<file path="config.mk">
export PLATFORM = sky130hd
export DESIGN_NAME = fetch_stage
export DESIGN_NICKNAME = d
export VERILOG_FILES = /design/src/rtl/fetch_stage.sv
export SDC_FILE = /design/constraint.sdc
export NUM_CORES = 1
export LEC_CHECK = 0
export ABC_AREA = 1
export BUFFER_PORTS_ARGS = -buffer_cell sky130_fd_sc_hd__buf_2
export CAP_MARGIN = 20
export CORE_MARGIN = 3
export CORE_UTILIZATION = 40
export CTS_BUF_LIST = sky130_fd_sc_hd__clkbuf_8
export DETAILED_ROUTE_END_ITERATION = 10
export GPL_TIMING_DRIVEN = 0
export PLACE_DENSITY = 0.58
export SLEW_MARGIN = 20
export SYNTH_ARGS = -nofsm -noshare
export SYNTH_HDL_FRONTEND = slang
export SYNTH_SLANG_ARGS = --single-unit
</file>
<file path="constraint.sdc">
create_clock -name clk -period 2.4 [get_ports clk]
set_input_delay 0.24 -clock clk [delete_from_list [all_inputs] [get_ports clk]]
set_output_delay 0.24 -clock clk [all_outputs]
set_load 0.02 [all_outputs]
</file>
<file path="src/rtl/fetch_stage.sv">
// Instruction fetch stage: PC register, single-outstanding imem request/ack
// handshake with wrong-path squashing, one-word hold buffer, IF/ID register.
module fetch_stage #(
  parameter logic [31:0] RESET_PC = 32'h0040_0000
) (
  input  logic        clk,
  input  logic        rst,
  input  logic        stallF,
  input  logic        stallD,
  input  logic        pc_srcD,
  input  logic [31:0] pc_branchD,
  output logic        imem_req,
  output logic [31:0] imem_addr,
  input  logic        imem_ack,
  input  logic [31:0] imem_rdata,
  output logic [31:0] instrD,
  output logic [31:0] pc_plus4D,
  output logic        validD
);

  typedef enum logic [1:0] {
    S_IDLE,
    S_REQ,
    S_DROP,
    S_HOLD
  } state_t;

  state_t      state_q, state_d;
  logic [31:0] pc_q, pc_d;
  logic [31:0] addr_q, addr_d;
  logic        hold_v_q, hold_v_d;
  logic [31:0] hold_instr_q, hold_instr_d;
  logic [31:0] hold_pc4_q, hold_pc4_d;
  logic [31:0] instr_q, instr_d;
  logic [31:0] pc4_q, pc4_d;
  logic        valid_q, valid_d;

  logic        redirect;
  logic        consume;
  logic [31:0] consume_instr;
  logic [31:0] consume_pc4;
  logic [31:0] addr_plus4;

  assign redirect   = pc_srcD & ~stallD;
  assign addr_plus4 = addr_q + 32'd4;

  assign imem_req  = (state_q == S_REQ) || (state_q == S_DROP);
  assign imem_addr = addr_q;
  assign instrD    = instr_q;
  assign pc_plus4D = pc4_q;
  assign validD    = valid_q;

  // Next-state, PC/address tracking, hold buffer and word-consume selection
  always_comb begin
    state_d       = state_q;
    pc_d          = pc_q;
    addr_d        = addr_q;
    hold_v_d      = hold_v_q;
    hold_instr_d  = hold_instr_q;
    hold_pc4_d    = hold_pc4_q;
    consume       = 1'b0;
    consume_instr = '0;
    consume_pc4   = '0;
    unique case (state_q)
      S_IDLE: begin
        addr_d  = pc_q;
        state_d = S_REQ;
      end
      S_REQ: begin
        if (imem_ack) begin
          if (redirect) begin
            pc_d   = pc_branchD;
            addr_d = pc_branchD;
          end else if (!stallF && !stallD) begin
            consume       = 1'b1;
            consume_instr = imem_rdata;
            consume_pc4   = addr_plus4;
            pc_d          = addr_plus4;
            addr_d        = addr_plus4;
          end else begin
            hold_v_d     = 1'b1;
            hold_instr_d = imem_rdata;
            hold_pc4_d   = addr_plus4;
            state_d      = S_HOLD;
          end
        end else if (redirect) begin
          // old request still owes an ack; remember only the new target
          pc_d    = pc_branchD;
          state_d = S_DROP;
        end
      end
      S_DROP: begin
        if (redirect) begin
          pc_d = pc_branchD;
        end
        if (imem_ack) begin
          addr_d  = redirect ? pc_branchD : pc_q;
          state_d = S_REQ;
        end
      end
      S_HOLD: begin
        if (redirect) begin
          hold_v_d = 1'b0;
          pc_d     = pc_branchD;
          addr_d   = pc_branchD;
          state_d  = S_REQ;
        end else if (!stallF && !stallD) begin
          consume       = 1'b1;
          consume_instr = hold_instr_q;
          consume_pc4   = hold_pc4_q;
          hold_v_d      = 1'b0;
          pc_d          = hold_pc4_q;
          addr_d        = hold_pc4_q;
          state_d       = S_REQ;
        end
      end
      default: state_d = S_IDLE;
    endcase
  end

  // IF/ID register next value: hold, bubble, or load consumed word
  always_comb begin
    instr_d = '0;
    pc4_d   = '0;
    valid_d = 1'b0;
    if (stallD) begin
      instr_d = instr_q;
      pc4_d   = pc4_q;
      valid_d = valid_q;
    end else if (consume) begin
      instr_d = consume_instr;
      pc4_d   = consume_pc4;
      valid_d = 1'b1;
    end
  end

  // State and datapath registers with synchronous reset
  always_ff @(posedge clk) begin
    if (rst) begin
      state_q      <= S_IDLE;
      pc_q         <= RESET_PC;
      addr_q       <= RESET_PC;
      hold_v_q     <= 1'b0;
      hold_instr_q <= '0;
      hold_pc4_q   <= '0;
      instr_q      <= '0;
      pc4_q        <= '0;
      valid_q      <= 1'b0;
    end else begin
      state_q      <= state_d;
      pc_q         <= pc_d;
      addr_q       <= addr_d;
      hold_v_q     <= hold_v_d;
      hold_instr_q <= hold_instr_d;
      hold_pc4_q   <= hold_pc4_d;
      instr_q      <= instr_d;
      pc4_q        <= pc4_d;
      valid_q      <= valid_d;
    end
  end

endmodule

</file>
==> results.md <==
- Via density: 5.41
- PD cells: about 750 nW/um2
- Final setup viols: 0
- GRT Total Usage: 0.285
- Cell variety after synth: 41
- Flop and latch count out of synthesis: 195
- Clk slew on worst S/H paths: 140 ps
- Starting Density: 0.410
- Status: finished, final reports clean
- Largest net degree at the start of global routing: 22
- Post-synthesis sequential area ratio: 0.364
- Mean Syn Cell Area: roughly 6.5 um2
- FP Rows: 59
- First drt pass iteration count: 5
- Slew margin rel.: 0.410
- CTS sink cnt: just under 200
- Clock root buffer: clkbuf_8
- Post-DP HPWL: 31100 um
- Die Y: 170 um
- Worst R2R Start: state_q[0]
- GPL Wtd Cong: approximately 0.97
- Antenna Cells: 0
- Final core utilization: 0.478
- Nets@finish: ~1900
- Hold Crit Class: input port to flip-flop
- DIE WIDTH: around 170 um
- Final critical-path required period: around 2300 ps
- Fraction of registers with async set or reset after synthesis: 0
- Cell Area, Synth: roughly 11000 um2
- Number of flops mapped to enable cells by yosys: 0
- P&R area growth vs syn: 16.6%
- CTS tree: yes
- Hold Crit Endpoint: hold_instr_q[5]
- Final Hold Fails: 0
- Worst-case clock buffer depth: 2
- Final Max Slew Viols: 0
- Max-cap viol count: 0
- Core area: around 26000 um2
- Leakage: 0.00577 uW
- First-pass GRT wire length: about 63000 um
- CTS Buf Count: 17
- Worst EP arrival: ~2700 ps
- Fin area: 12500 um2
- Worst flop-to-flop path endpoint: imem_addr[22]
- Hold path depth: 3
- Flop2flop setup slack: a little over 80 ps
- Synth Flop Type: dfxtp_1
- Max Clk Rate: approximately 430 MHz
- Vias in the first global route: ~11000
- Drt first-iter violations: 1114
- Post-Place Worst Slack: -77.9 ps
- Via count: between 10000 and 15000
- Peak supply drop: between 0.4 and 0.5 mV
- Placement Cell Area: between 10000 and 15000 um2
- Period utilisation layout: 0.966
- DR DRC count: 0
- # H-tree levels: 4
- RSZ-0062 raised after global routing: false
- R2R depth: 8
- Synth warnings: 0
- Setup WS post-layout: 80.9 ps
- Skew final: approximately 23 ps
- DIE AREA: around 29000 um2
- Routed wire length: 41900 um
- Antenna-violating nets left: 0
- Clock Latency Late Sink: 510 ps
- Crit end category: flip-flop
- Fraction of layout cells with a size suffix above 1: 0.158
- Post-Syn Instances: 1642
- Total grt overflow: 0
- CP Max Fanout: 10
- IO Port Bufs: between 150 and 200
- WL/cell: about 19 um
- I/O pins: around 170
- CP required: about 2800 ps
- Slew @ Worst Pin: 885 ps
- Hold wc startpoint: imem_rdata[5]
- Crit Path Class: flip-flop to flip-flop
- Initial antenna violation count: 0
- Worst Setup Start Kind: flip-flop
- Mapped Nets: ~1700
## worst max-delay path by stage
stage	start	to	slack (ps)	cells after the start
final	state_q[0]	imem_addr[22]	80	8
after global routing	state_q[0]	imem_addr[7]	20	8
after CTS	state_q[1]	pc_plus4D[13]	2	10
after detailed placement	state_q[0]	pc_q[15]	-80	8
after global placement	state_q[0]	pc_q[13]	-50	8
after floorplan	imem_addr[2]	pc_q[22]	490	14
## power by group
group	leakage, uW	internal, uW	switching (uW)	total (uW)
clock network	0.000205	836	1490	2330
logic	0.00398	973	2160	3130
registers	0.00159	3610	363	3970
## area by class of cell
cell class,instances,area [um2]
fill,2774,13700
inverter,233,877
clock buffer,18,248
multi-input combinational,1105,5510
timing repair buffer,174,903
buffer,109,472
tap,335,419
clock inverter,14,183
sequential,195,3910
## metal layers
layer,global-route usage,part of all wire,up-vias
li1,-,-,5726
met1,0.396,0.45,5488
met2,0.448,0.44,525
met3,0.0509,0.083,76
met4,0.0964,0.028,0
met5,0,0,-
## logic make-up (layout without fill, tap and decap cells)
| logic type | count (synthesis) | after routing | synth area share |
|---|---|---|---|
| DFF | 195 | 195 | 0.364 |
| and+or+nand+nor | 616 | 616 | 0.234 |
| AOI/OAI and AO/OA | 471 | 471 | 0.261 |
| adders and majority gates | 5 | 5 | 0.00583 |
| xor gates and xnor gates | 13 | 13 | 0.0113 |
| buffers and inverters | 342 | 548 | 0.125 |
## cells in the mapped netlist (5+ instances only)
cell | number | area (um2)
nand3_1 | 32 | 160
nand2_1 | 470 | 1760
buf_1 | 6 | 22.5
o221ai_1 | 47 | 412
o211ai_1 | 65 | 488
and2_1 | 6 | 37.5
buf_2 | 27 | 135
o21bai_1 | 26 | 195
ha_1 | 5 | 62.6
o21ai_1 | 105 | 526
a21oi_1 | 146 | 731
o21ai_0 | 68 | 340
nor2_4 | 5 | 56.3
clkbuf_1 | 71 | 267
xor2_1 | 8 | 70.1
or2_2 | 5 | 31.3
inv_2 | 13 | 48.8
nor2_1 | 79 | 297
a31oi_1 | 6 | 37.5
buf_4 | 5 | 37.5
dfxtp_1 | 195 | 3900
inv_1 | 217 | 815
nand2_2 | 5 | 31.3
## metrics by stage
step	cells	TNS, ps	total power [uW]	hold WS, ps
6_report	2183	0	9430	9.51
5_1_grt	2183	0	9910	6.67
4_1_cts	2180	0	9360	4.61
3_5_place_dp	2143	-208	7050	446
3_3_place_gp	2143	-138	7030	442
2_1_floorplan	1642	0	5930	416
## cell usage in the layout (no fill, tap or decap), drive strengths merged
master,instances
inv,236
ha,5
a21o,1
or2,5
and2,6
dfxtp,195
nand3b,4
a21oi,147
dlygate4sd3,5
xnor2,5
a21boi,2
o21ai,175
a31o,1
o211ai,65
o221ai,47
nand2,477
buf,207
a31oi,6
nand3,36
clkinvlp,2
xor2,8
clkbuf,89
nor2,87
a211oi,1
clkinv,9
nand4,1
o21bai,26
## flip-flops by register name (all words and copies together), names as in the netlist
name and cells:
hold_instr_q 32, hold_pc4_q 32, imem_addr 32, instrD 32, pc_plus4D 32, pc_q 32
state_q 2, validD 1
## repair_timing
item,4_1_cts,5_1_grt
hold buffers,5,0
pin swaps,0,2
setup buffers,0,3
gates resized for setup,2,19
hold endpoints to repair,5,0
cloned,0,0
setup endpoints to repair,9,85
## worst max-delay path: stages, from the launching register on
cell      delay (ps)
dfxtp_1          370
ha_1             310
inv_1            250
clkbuf_1         660
o221ai_1         290
nor2_1           130
o21ai_1           80
nand2_1           90
nand2_1           40
(Power assumes the default switching activity.)
